===== config.mk =====
export PLATFORM = sky130hd
export DESIGN_NAME = cache_controller_flat
export DESIGN_NICKNAME = d
export VERILOG_FILES = /design/src/rtl/cache_controller_if.sv /design/src/rtl/cache_controller.sv /design/src/flat_wrapper.sv
export SDC_FILE = /design/constraint.sdc
export NUM_CORES = 1
export LEC_CHECK = 0
export ABC_AREA = 1
export CAP_MARGIN = 10
export CORE_AREA = 2 2 119 121
export CTS_CLUSTER_SIZE = 20
export DETAILED_ROUTE_END_ITERATION = 12
export DIE_AREA = 0 0 121 123
export MAX_ROUTING_LAYER = met4
export PLACE_DENSITY_LB_ADDON = 0.25
export SYNTH_ARGS = -nofsm -noshare
export SYNTH_HDL_FRONTEND = slang
export SYNTH_SLANG_ARGS = --single-unit

===== constraint.sdc =====
create_clock -name clk -period 1.6 [get_ports clk]
set_input_delay 0.16 -clock clk [delete_from_list [all_inputs] [get_ports clk]]
set_output_delay 0.16 -clock clk [all_outputs]
set_load 0.1 [all_outputs]

===== src/rtl/cache_controller_if.sv =====
// Bundles the CPU, cache-array and memory-bus signals of cache_controller.
// Modport master is the controller's own view.
// Modport slave is the view of the surrounding CPU, arrays and memory.
interface cache_controller_if #(
   parameter int unsigned ADDR_W = 29,
   parameter int unsigned IDX_W  = 3,
   parameter int unsigned DATA_W = 8
);
   localparam int unsigned TAG_W = ADDR_W - IDX_W;

   // CPU load/store port
   logic              cpu_req;
   logic              cpu_we;
   logic [ADDR_W-1:0] cpu_addr;
   logic [DATA_W-1:0] cpu_wdata;
   logic              cpu_ready;
   logic [DATA_W-1:0] cpu_rdata;
   logic              cpu_hit;

   // Tag/data/valid array port
   logic [IDX_W-1:0]  arr_index;
   logic              arr_we;
   logic [TAG_W-1:0]  tag_wr;
   logic [DATA_W-1:0] data_wr;
   logic              valid_wr;
   logic [TAG_W-1:0]  tag_rd;
   logic [DATA_W-1:0] data_rd;
   logic              valid_rd;

   // Memory bus
   logic              mem_req;
   logic              mem_we;
   logic [ADDR_W-1:0] mem_addr;
   logic [DATA_W-1:0] mem_wdata;
   logic              mem_ack;
   logic [DATA_W-1:0] mem_rdata;

   modport master (
      input  cpu_req, cpu_we, cpu_addr, cpu_wdata,
      output cpu_ready, cpu_rdata, cpu_hit,
      output arr_index, arr_we, tag_wr, data_wr, valid_wr,
      input  tag_rd, data_rd, valid_rd,
      output mem_req, mem_we, mem_addr, mem_wdata,
      input  mem_ack, mem_rdata
   );

   modport slave (
      output cpu_req, cpu_we, cpu_addr, cpu_wdata,
      input  cpu_ready, cpu_rdata, cpu_hit,
      input  arr_index, arr_we, tag_wr, data_wr, valid_wr,
      output tag_rd, data_rd, valid_rd,
      input  mem_req, mem_we, mem_addr, mem_wdata,
      output mem_ack, mem_rdata
   );
endinterface


===== src/rtl/cache_controller.sv =====
// Direct-mapped cache controller for one CPU port.
// It looks up the tag/data/valid arrays and refills a line on a read miss.
// Every store is written through to memory; a store miss does not allocate a line.
// Optional macro CACHE_CTRL_STATS_EN adds the saturating hit_cnt/miss_cnt outputs.
// All outputs are registered. The arrays read combinationally from arr_index,
// so their read data is sampled one rising edge after the index is latched.
module cache_controller #(
   parameter int unsigned ADDR_W = 29,
   parameter int unsigned IDX_W  = 3,
   parameter int unsigned DATA_W = 8
) (
   input  logic                clk,
   input  logic                reset,
   cache_controller_if.master  bus
`ifdef CACHE_CTRL_STATS_EN
   ,
   output logic [15:0]         hit_cnt,
   output logic [15:0]         miss_cnt
`endif
);
   localparam int unsigned TAG_W = ADDR_W - IDX_W;

   typedef enum logic [1:0] {
      S_IDLE   = 2'd0,
      S_LOOKUP = 2'd1,
      S_REFILL = 2'd2,
      S_WTHRU  = 2'd3
   } state_t;

   state_t            r_state;

   // Latched request
   logic [ADDR_W-1:0] r_req_addr;
   logic              r_req_we;
   logic [DATA_W-1:0] r_req_wdata;
   logic              r_hit;

   // Registered outputs
   logic              r_cpu_ready;
   logic [DATA_W-1:0] r_cpu_rdata;
   logic              r_cpu_hit;
   logic [IDX_W-1:0]  r_arr_index;
   logic              r_arr_we;
   logic [TAG_W-1:0]  r_tag_wr;
   logic [DATA_W-1:0] r_data_wr;
   logic              r_valid_wr;
   logic              r_mem_req;
   logic              r_mem_we;
   logic [ADDR_W-1:0] r_mem_addr;
   logic [DATA_W-1:0] r_mem_wdata;

   logic [TAG_W-1:0]  w_req_tag;
   logic              w_hit;

   // Tag compare against the line selected by the latched index
   assign w_req_tag = r_req_addr[ADDR_W-1:IDX_W];
   assign w_hit     = bus.valid_rd & (bus.tag_rd == w_req_tag);

   // Controller FSM with registered outputs
   always_ff @(posedge clk or negedge reset) begin
      if (!reset) begin
         r_state     <= S_IDLE;
         r_req_addr  <= '0;
         r_req_we    <= 1'b0;
         r_req_wdata <= '0;
         r_hit       <= 1'b0;
         r_cpu_ready <= 1'b0;
         r_cpu_rdata <= '0;
         r_cpu_hit   <= 1'b0;
         r_arr_index <= '0;
         r_arr_we    <= 1'b0;
         r_tag_wr    <= '0;
         r_data_wr   <= '0;
         r_valid_wr  <= 1'b0;
         r_mem_req   <= 1'b0;
         r_mem_we    <= 1'b0;
         r_mem_addr  <= '0;
         r_mem_wdata <= '0;
      end else begin
         // Completion and array-write strobes are single-cycle pulses
         r_cpu_ready <= 1'b0;
         r_cpu_hit   <= 1'b0;
         r_cpu_rdata <= '0;
         r_arr_we    <= 1'b0;

         case (r_state)
            S_IDLE: begin
               // A request still held during its own ready cycle is the old one
               if (bus.cpu_req && !r_cpu_ready) begin
                  r_req_addr  <= bus.cpu_addr;
                  r_req_we    <= bus.cpu_we;
                  r_req_wdata <= bus.cpu_wdata;
                  r_arr_index <= bus.cpu_addr[IDX_W-1:0];
                  r_state     <= S_LOOKUP;
               end
            end

            S_LOOKUP: begin
               r_hit <= w_hit;
               if (!r_req_we) begin
                  if (w_hit) begin
                     r_cpu_ready <= 1'b1;
                     r_cpu_hit   <= 1'b1;
                     r_cpu_rdata <= bus.data_rd;
                     r_state     <= S_IDLE;
                  end else begin
                     r_mem_req  <= 1'b1;
                     r_mem_we   <= 1'b0;
                     r_mem_addr <= r_req_addr;
                     r_state    <= S_REFILL;
                  end
               end else begin
                  // Store: update the line only if resident, always write through
                  if (w_hit) begin
                     r_arr_we   <= 1'b1;
                     r_tag_wr   <= w_req_tag;
                     r_data_wr  <= r_req_wdata;
                     r_valid_wr <= 1'b1;
                  end
                  r_mem_req   <= 1'b1;
                  r_mem_we    <= 1'b1;
                  r_mem_addr  <= r_req_addr;
                  r_mem_wdata <= r_req_wdata;
                  r_state     <= S_WTHRU;
               end
            end

            S_REFILL: begin
               if (bus.mem_ack) begin
                  r_mem_req   <= 1'b0;
                  r_arr_we    <= 1'b1;
                  r_tag_wr    <= w_req_tag;
                  r_data_wr   <= bus.mem_rdata;
                  r_valid_wr  <= 1'b1;
                  r_cpu_ready <= 1'b1;
                  r_cpu_hit   <= 1'b0;
                  r_cpu_rdata <= bus.mem_rdata;
                  r_state     <= S_IDLE;
               end
            end

            S_WTHRU: begin
               if (bus.mem_ack) begin
                  r_mem_req   <= 1'b0;
                  r_cpu_ready <= 1'b1;
                  r_cpu_hit   <= r_hit;
                  r_state     <= S_IDLE;
               end
            end

            default: r_state <= S_IDLE;
         endcase
      end
   end

   assign bus.cpu_ready = r_cpu_ready;
   assign bus.cpu_rdata = r_cpu_rdata;
   assign bus.cpu_hit   = r_cpu_hit;
   assign bus.arr_index = r_arr_index;
   assign bus.arr_we    = r_arr_we;
   assign bus.tag_wr    = r_tag_wr;
   assign bus.data_wr   = r_data_wr;
   assign bus.valid_wr  = r_valid_wr;
   assign bus.mem_req   = r_mem_req;
   assign bus.mem_we    = r_mem_we;
   assign bus.mem_addr  = r_mem_addr;
   assign bus.mem_wdata = r_mem_wdata;

`ifdef CACHE_CTRL_STATS_EN
   logic        w_fin_hit;
   logic        w_fin_miss;
   logic [15:0] r_hit_cnt;
   logic [15:0] r_miss_cnt;

   // Transaction completions, aligned with the edge that raises cpu_ready
   assign w_fin_hit  = ((r_state == S_LOOKUP) & ~r_req_we & w_hit) |
                       ((r_state == S_WTHRU) & bus.mem_ack & r_hit);
   assign w_fin_miss = ((r_state == S_REFILL) & bus.mem_ack) |
                       ((r_state == S_WTHRU) & bus.mem_ack & ~r_hit);

   // Saturating hit/miss counters
   always_ff @(posedge clk or negedge reset) begin
      if (!reset) begin
         r_hit_cnt  <= 16'd0;
         r_miss_cnt <= 16'd0;
      end else begin
         if (w_fin_hit && (r_hit_cnt != 16'hFFFF))
            r_hit_cnt <= r_hit_cnt + 16'd1;
         if (w_fin_miss && (r_miss_cnt != 16'hFFFF))
            r_miss_cnt <= r_miss_cnt + 16'd1;
      end
   end

   assign hit_cnt  = r_hit_cnt;
   assign miss_cnt = r_miss_cnt;
`endif
endmodule


===== src/flat_wrapper.sv =====
// flat-port wrapper written by rule: the top's interface ports become plain ports
module cache_controller_flat 
#(
   parameter int unsigned ADDR_W = 29,
   parameter int unsigned IDX_W  = 3,
   parameter int unsigned DATA_W = 8
)
  (clk, reset, bus_cpu_req, bus_cpu_we, bus_cpu_addr, bus_cpu_wdata, bus_cpu_ready, bus_cpu_rdata, bus_cpu_hit, bus_arr_index, bus_arr_we, bus_tag_wr, bus_data_wr, bus_valid_wr, bus_tag_rd, bus_data_rd, bus_valid_rd, bus_mem_req, bus_mem_we, bus_mem_addr, bus_mem_wdata, bus_mem_ack, bus_mem_rdata);
  cache_controller_if #(.ADDR_W(ADDR_W), .IDX_W(IDX_W), .DATA_W(DATA_W)) bus_i ();
  input  logic clk;
  input  logic reset;
  input wire logic [$bits(bus_i.cpu_req)-1:0] bus_cpu_req;
  input wire logic [$bits(bus_i.cpu_we)-1:0] bus_cpu_we;
  input wire logic [$bits(bus_i.cpu_addr)-1:0] bus_cpu_addr;
  input wire logic [$bits(bus_i.cpu_wdata)-1:0] bus_cpu_wdata;
  output wire logic [$bits(bus_i.cpu_ready)-1:0] bus_cpu_ready;
  output wire logic [$bits(bus_i.cpu_rdata)-1:0] bus_cpu_rdata;
  output wire logic [$bits(bus_i.cpu_hit)-1:0] bus_cpu_hit;
  output wire logic [$bits(bus_i.arr_index)-1:0] bus_arr_index;
  output wire logic [$bits(bus_i.arr_we)-1:0] bus_arr_we;
  output wire logic [$bits(bus_i.tag_wr)-1:0] bus_tag_wr;
  output wire logic [$bits(bus_i.data_wr)-1:0] bus_data_wr;
  output wire logic [$bits(bus_i.valid_wr)-1:0] bus_valid_wr;
  input wire logic [$bits(bus_i.tag_rd)-1:0] bus_tag_rd;
  input wire logic [$bits(bus_i.data_rd)-1:0] bus_data_rd;
  input wire logic [$bits(bus_i.valid_rd)-1:0] bus_valid_rd;
  output wire logic [$bits(bus_i.mem_req)-1:0] bus_mem_req;
  output wire logic [$bits(bus_i.mem_we)-1:0] bus_mem_we;
  output wire logic [$bits(bus_i.mem_addr)-1:0] bus_mem_addr;
  output wire logic [$bits(bus_i.mem_wdata)-1:0] bus_mem_wdata;
  input wire logic [$bits(bus_i.mem_ack)-1:0] bus_mem_ack;
  input wire logic [$bits(bus_i.mem_rdata)-1:0] bus_mem_rdata;
  assign bus_i.cpu_req = bus_cpu_req;
  assign bus_i.cpu_we = bus_cpu_we;
  assign bus_i.cpu_addr = bus_cpu_addr;
  assign bus_i.cpu_wdata = bus_cpu_wdata;
  assign bus_cpu_ready = bus_i.cpu_ready;
  assign bus_cpu_rdata = bus_i.cpu_rdata;
  assign bus_cpu_hit = bus_i.cpu_hit;
  assign bus_arr_index = bus_i.arr_index;
  assign bus_arr_we = bus_i.arr_we;
  assign bus_tag_wr = bus_i.tag_wr;
  assign bus_data_wr = bus_i.data_wr;
  assign bus_valid_wr = bus_i.valid_wr;
  assign bus_i.tag_rd = bus_tag_rd;
  assign bus_i.data_rd = bus_data_rd;
  assign bus_i.valid_rd = bus_valid_rd;
  assign bus_mem_req = bus_i.mem_req;
  assign bus_mem_we = bus_i.mem_we;
  assign bus_mem_addr = bus_i.mem_addr;
  assign bus_mem_wdata = bus_i.mem_wdata;
  assign bus_i.mem_ack = bus_mem_ack;
  assign bus_i.mem_rdata = bus_mem_rdata;
  cache_controller #(.ADDR_W(ADDR_W), .IDX_W(IDX_W), .DATA_W(DATA_W)) u_core (.clk(clk), .reset(reset), .bus(bus_i));
endmodule

==> metrics, run 1 <==
Crit Path Category=reg2reg; status=finished, violations left; CP required=1.91 ns; clock tree buffer depth=2; maximum fanout along the worst path=9; Fmax=536 MHz; Setup Skew=0.00626 ns; Synth Net Count=753; post-synth top area share=56.5%; synth top area cells=dfrtp_1 56%, nand2_1 16%, nand3_1 6.8%; First-pass DRT Iterations=6; pre-CTS setup slack=-0.475 ns; asr flop ratio synth=100%; setup ws final=-0.267 ns; sequential area share after synthesis=56.5%; Critical Path, Cell by Cell=inv_1 > nand2_1 > nand2_1 > nand2_1 > nor2_2 > nand3_2 > o21bai_4 > buf_6 > nand2_8 > buf_16 > nand2_1 > nand2_1; final antenna diode count=0; CP max stage cell=dfrtp_1; CTS tree=built; fin cells=1100; layout cell share with drive strength beyond 1=37.0%; Clock H-tree levels=4; GR Layer Usage met3=7.61%; worst path arrival time=2.17 ns; io pins=173; post-synthesis cell type count=24; Hold Path Class=in2async; wire length per cell=17.5 um; first-pass GRT wire length=28700 um; fin crit share=117%; # port buffers=172; post-DP HPWL=12600 um; Seq cells post-synth=126; pin count of the biggest net entering global routing=39; R2R cell count=12; via count=5580; drt drc=0; endpoint class of the critical path=flop; WL final=19200 um; row count=43; die height=123 um; Clock Latency Late Sink=0.42 ns; Routability Congestion=0.868; Final Setup Violations=79; max-slew violations=0; vias in the first global route=5647; clock root buffer=clkbuf_16; cell count after synthesis=664; Final #Nets=996; Crit path top cell by count=nand2_1; Largest stage delay, worst path=0.40 ns; clock-pin slew on the worst setup and hold paths=0.05 ns; minimum clock period=1.87 ns; Worst setup SP type=flop; most common cell after layout, fill and taps aside=nand2_1; remaining global-route overflow=0; Starting Density=41.0%; RSZ-0062 raised after global routing=true; met1 usage=30.5%; GRT Overall Usage=26.2%; Multi-input gate area=2530 um^2; Synth Cell Area=5580 um^2; commonest non-fill, non-tap cells in the layout=144 x nand2_1, 124 x dfrtp_1, 98 x buf_12, 83 x clkdlybuf4s50_1, 72 x nand3_1; Worst-Margin Slew=0.395 ns; global routing's busiest layer=met2; Vias/cell=5.07; die width=121 um; Layout area overhead=84.1%; fill cell count=902; Final Hold Viols=0; Primary FF master, synth=dfrtp_1; Yosys top cell by area=dfrtp_1; Iteration-0 DRC Markers=496; Avg Cell Area, Syn=8.41 um^2; Clock Sinks=126; storage element area=3160 um^2; core box area=13600 um^2; Routed Antenna Nets=0; antenna violations before repair=0; Slew headroom=73.6%; Max-cap violations=0; M2 GR Usage=43.5%; Die ar.=14900 um^2; YS warnings=0; TritonCTS Buffers=17; number of synthesized flops with an enable pin=0; failing checks=negative setup slack; # placed instances=1053
[worst paths after layout]
path                                                     endpoint                         startpoint  slack, ns
min in group clk                u_core.bus.cpu_rdata[4]$_DFF_PN0_                     bus_data_rd[4]       0.31
worst min-delay path             u_core.bus.tag_wr[5]$_DFFE_PN0P_                              reset       0.22
max in group asynchronous          u_core.bus.cpu_ready$_DFF_PN0_                              reset       0.79
worst min register to register           u_core.r_hit$_DFFE_PN0P_           u_core.r_hit$_DFFE_PN0P_       0.52
worst max register to register   u_core.bus.tag_wr[7]$_DFFE_PN0P_  u_core.r_req_addr[13]$_DFFE_PN0P_      -0.27
worst max-delay path             u_core.bus.tag_wr[7]$_DFFE_PN0P_  u_core.r_req_addr[13]$_DFFE_PN0P_      -0.27
[sequential cells by signal (all words and copies together), names as in the netlist]
name and count:
u_core.bus.mem_addr 29, u_core.bus.cpu_hit 1, u_core.bus.cpu_rdata 8, u_core.bus.mem_req 1, u_core.bus.cpu_ready 1, u_core.bus.valid_wr 1, u_core.bus.arr_we 1, u_core.r_req_wdata 8
u_core.bus.tag_wr 26, u_core.r_state 2, u_core.r_req_we 1, u_core.bus.data_wr 8, u_core.r_hit 1, u_core.bus.mem_we 1, u_core.bus.mem_wdata 8, u_core.r_req_addr 29
[cell families (layout without fill, tap and decap cells)]
kind of cell               Yosys count  count (layout)  synth area share [%]
and+or+nand+nor                    368             368                  26.6
DFF                                126             126                  56.5
buffers and inverters               93             349                  7.82
AOI/OAI and AO/OA                   60              60                  5.72
muxes                               10              10                  2.02
adders and majority gates            4               4                 0.897
xor gates and xnor gates             3               3                 0.471
[synth_stat cells (4+ instances only)]
cell	number
nand2_1	237
dfrtp_1	126
nand3_1	76
inv_1	56
nor2_1	52
a21oi_1	39
o21ai_0	17
clkbuf_1	12
mux2_2	10
buf_6	9
buf_2	7
ha_1	4
[metrics by stage]
step                utilization [%]  setup TNS, ns  instance area [um^2]  hold slack [ns]
finish                         75.5         -16.61                 10300            0.223
global route                   75.5         -25.16                 10300            0.244
CTS                            71.7          -9.04                  9760            0.218
floorplan                         -              0                  5620           -0.136
global placement               65.2         -26.54                  8880           0.0910
detailed placement             65.2         -32.20                  8880           0.0948
[critical path: cells and delay by family (launching register included)]
family,cells,cell delay (ns)
and+or+nand+nor,8,0.75
buffers and inverters,3,0.42
DFF,1,0.40
AOI/OAI and AO/OA,1,0.18
[metal layers]
metal  part of all wire [%]  up-vias
met2                     51      259
met4                    3.0        0
met1                     37     2695
met5                      0        -
li1                       -     2573
met3                    8.6       53
[area by class of cell]
cell class / count / area share (%)
Clock buffer: 26 / 4.96
Clock inverter: 6 / 1.02
Inverter: 60 / 2.19
Multi-Input combinational cell: 445 / 24.7
Sequential cell: 126 / 30.7
Tap cell: 180 / 2.19
Timing Repair Buffer: 257 / 34.2
[what timing repair did]
item,CTS,global route
setup buffers,6,3
resized for setup,45,122
gates cloned,3,3
hold buffers,1,0
endpoints found under the setup margin,80,85
endpoints found under the hold margin,97,0
pin swaps,4,11
Power of run 1 is left out: the tool's default activity adds up to more than one toggle a clock period on the data nets, which glitch-free logic cannot reach.
==> run 2: changes to the inputs <==
--- a/config.mk
+++ b/config.mk
@@ -16,3 +16,4 @@
 export SYNTH_ARGS = -nofsm -noshare
 export SYNTH_HDL_FRONTEND = slang
 export SYNTH_SLANG_ARGS = --single-unit
+export TNS_END_PERCENT = 50
==> metrics, run 2 (synthesized netlist as in run 1, its figures left out) <==
die width=121 um; worst path arrival time=2.14 ns; Largest stage delay, worst path=0.40 ns; max-slew violations=0; pre-CTS setup slack=-0.465 ns; CP max stage cell=dfrtp_1; WL final=18400 um; TritonCTS Buffers=17; final antenna diode count=0; Starting Density=41.0%; endpoint class of the critical path=flop; via count=5396; setup ws final=-0.232 ns; Clock H-tree levels=4; Setup crit end=u_core.bus.mem_addr[2]$_DFFE_PN0P_; Layout area overhead=76.3%; Slew headroom=77.6%; failing checks=negative setup slack; Hold Path Class=in2async; row count=43; CP bufs+invs=3; Crit path top cell by count=nand2_1; remaining global-route overflow=0; R2R Setup Slk=-0.23 ns; Routability Congestion=0.861; die height=123 um; layout cell share with drive strength beyond 1=29.8%; clock-pin slew on the worst setup and hold paths=0.05 ns; Worst-Margin Slew=0.334 ns; Vias/cell=4.94; CP required=1.91 ns; Critical R2R Launch=u_core.r_req_addr[6]$_DFFE_PN0P_; maximum fanout along the worst path=14; number of cells on the critical path=13; Util after Layout=72.3%; Routed Antenna Nets=0; R2R cell count=13; vias in the first global route=5476; Max-cap violations=0; core box area=13600 um^2; CP startpoint=u_core.r_req_addr[6]$_DFFE_PN0P_; drt drc=0; RSZ-0062 raised after global routing=true; Iteration-0 DRC Markers=370; Setup Skew=0.00628 ns; io pins=173; Final Setup Violations=79; commonest non-fill, non-tap cells in the layout=198 x nand2_1, 125 x dfrtp_1, 97 x buf_12, 83 x clkdlybuf4s50_1, 74 x nand3_1; # port buffers=172; first-pass GRT wire length=27300 um; Crit Path Category=reg2reg; most common cell after layout, fill and taps aside=nand2_1; Worst setup SP type=flop; clock tree buffer depth=2; Fmax=546 MHz; Clock Sinks=126; antenna violations before repair=0; pin count of the biggest net entering global routing=61; First-pass DRT Iterations=5; wire length per cell=16.8 um; post-DP HPWL=12300 um; Clock Latency Late Sink=0.42 ns; status=finished, violations left; CTS tree=built; Final Hold Viols=0; RR Endpoint=u_core.bus.mem_addr[2]$_DFFE_PN0P_; minimum clock period=1.83 ns; Critical Path, Cell by Cell=inv_2 > nand2_1 > nand2_1 > nor2_1 > nand2_1 > nor2_1 > nand2_2 > o21bai_4 > buf_4 > nand2_4 > clkbuf_16 > nand2_1 > nand2_1; Top delay family on crit path=simple AND/OR/NAND/NOR gates; Die ar.=14900 um^2; clock root buffer=clkbuf_16; fin crit share=114%; Final #Nets=990; GRT Overall Usage=24.7%
-- run 2: cell types whose count changed in the layout (fill, tap and decap cells not counted), moves of 3 or more --
| cell | before | now |
|---|---|---|
| buf_16 | 3 | 0 |
| buf_4 | 61 | 58 |
| nand2_1 | 144 | 198 |
| nand2_2 | 57 | 31 |
| nand2_4 | 35 | 8 |
-- run 2: worst min path at each step --
stage,from,end,cells after the start
2_1_floorplan,reset,u_core.bus.arr_we$_DFF_PN0_,0
3_5_place_dp,reset,u_core.bus.valid_wr$_DFFE_PN0P_,1
3_3_place_gp,reset,u_core.bus.valid_wr$_DFFE_PN0P_,1
6_report,reset,u_core.bus.valid_wr$_DFFE_PN0P_,2
4_1_cts,reset,u_core.bus.valid_wr$_DFFE_PN0P_,2
5_1_grt,reset,u_core.bus.mem_addr[13]$_DFFE_PN0P_,2
-- run 2: metrics by stage --
stage	setup TNS [ns]	hold WS [ns]	instance area (um^2)	cells
floorplan	-0.981	-0.136	5590	664
global placement	-27.58	-0.000940	8770	1043
detailed placement	-31.28	0.00204	8770	1043
CTS	-9.01	0.119	9460	1078
global route	-23.36	0.126	9840	1092
finish	-13.97	0.125	9840	1092
-- run 2: what timing repair did --
item                                    4_1_cts  5_1_grt
hold endpoints to repair                    126        0
hold buffers                                  1        0
pin swaps                                     4       14
gates resized for setup                      16       57
cloned                                        0        6
endpoints found under the setup margin       79      105
buffers inserted                              4        8
-- run 2: metal layers --
| layer | GRT usage [%] | up-vias | share of wire [%] | wire (um) |
|---|---|---|---|---|
| met5 | - | - | 0 | 0 |
| met4 | 9.67 | 0 | 2.4 | 438 |
| met3 | 6.87 | 39 | 8.7 | 1600 |
| met2 | 40.1 | 238 | 49 | 9000 |
| met1 | 29.5 | 2558 | 40 | 7320 |
| li1 | - | 2561 | - | - |
-- run 2: worst register-to-register path, cell delays in order, from the launching register on --
cell       delay (ns)
dfrtp_1          0.40
inv_2            0.05
nand2_1          0.06
nand2_1          0.06
nor2_1           0.13
nand2_1          0.08
nor2_1           0.14
nand2_2          0.09
o21bai_4         0.16
buf_4            0.14
nand2_4          0.08
clkbuf_16        0.20
nand2_1          0.07
nand2_1          0.05
-- run 2: cell type report --
| type | count | area [um^2] |
|---|---|---|
| clock inverter | 7 | 110 |
| clock buffer | 23 | 488 |
| timing repair buffer | 251 | 3430 |
| sequential | 126 | 3160 |
| tap | 180 | 225 |
| multi-input combinational | 445 | 2210 |
| fill | 1012 | 3770 |
| inverter | 60 | 225 |
Power of run 2 is left out for the same reason.
==> run 3: changes to the inputs <==
--- a/config.mk
+++ b/config.mk
@@ -13,6 +13,7 @@
 export DIE_AREA = 0 0 121 123
 export MAX_ROUTING_LAYER = met4
 export PLACE_DENSITY_LB_ADDON = 0.25
+export SLEW_MARGIN = 20
 export SYNTH_ARGS = -nofsm -noshare
 export SYNTH_HDL_FRONTEND = slang
 export SYNTH_SLANG_ARGS = --single-unit
==> results of run 3 <==
No change in the layout: final DEF, timing and power equal those of run 2.
Power of run 3 is left out for the same reason.
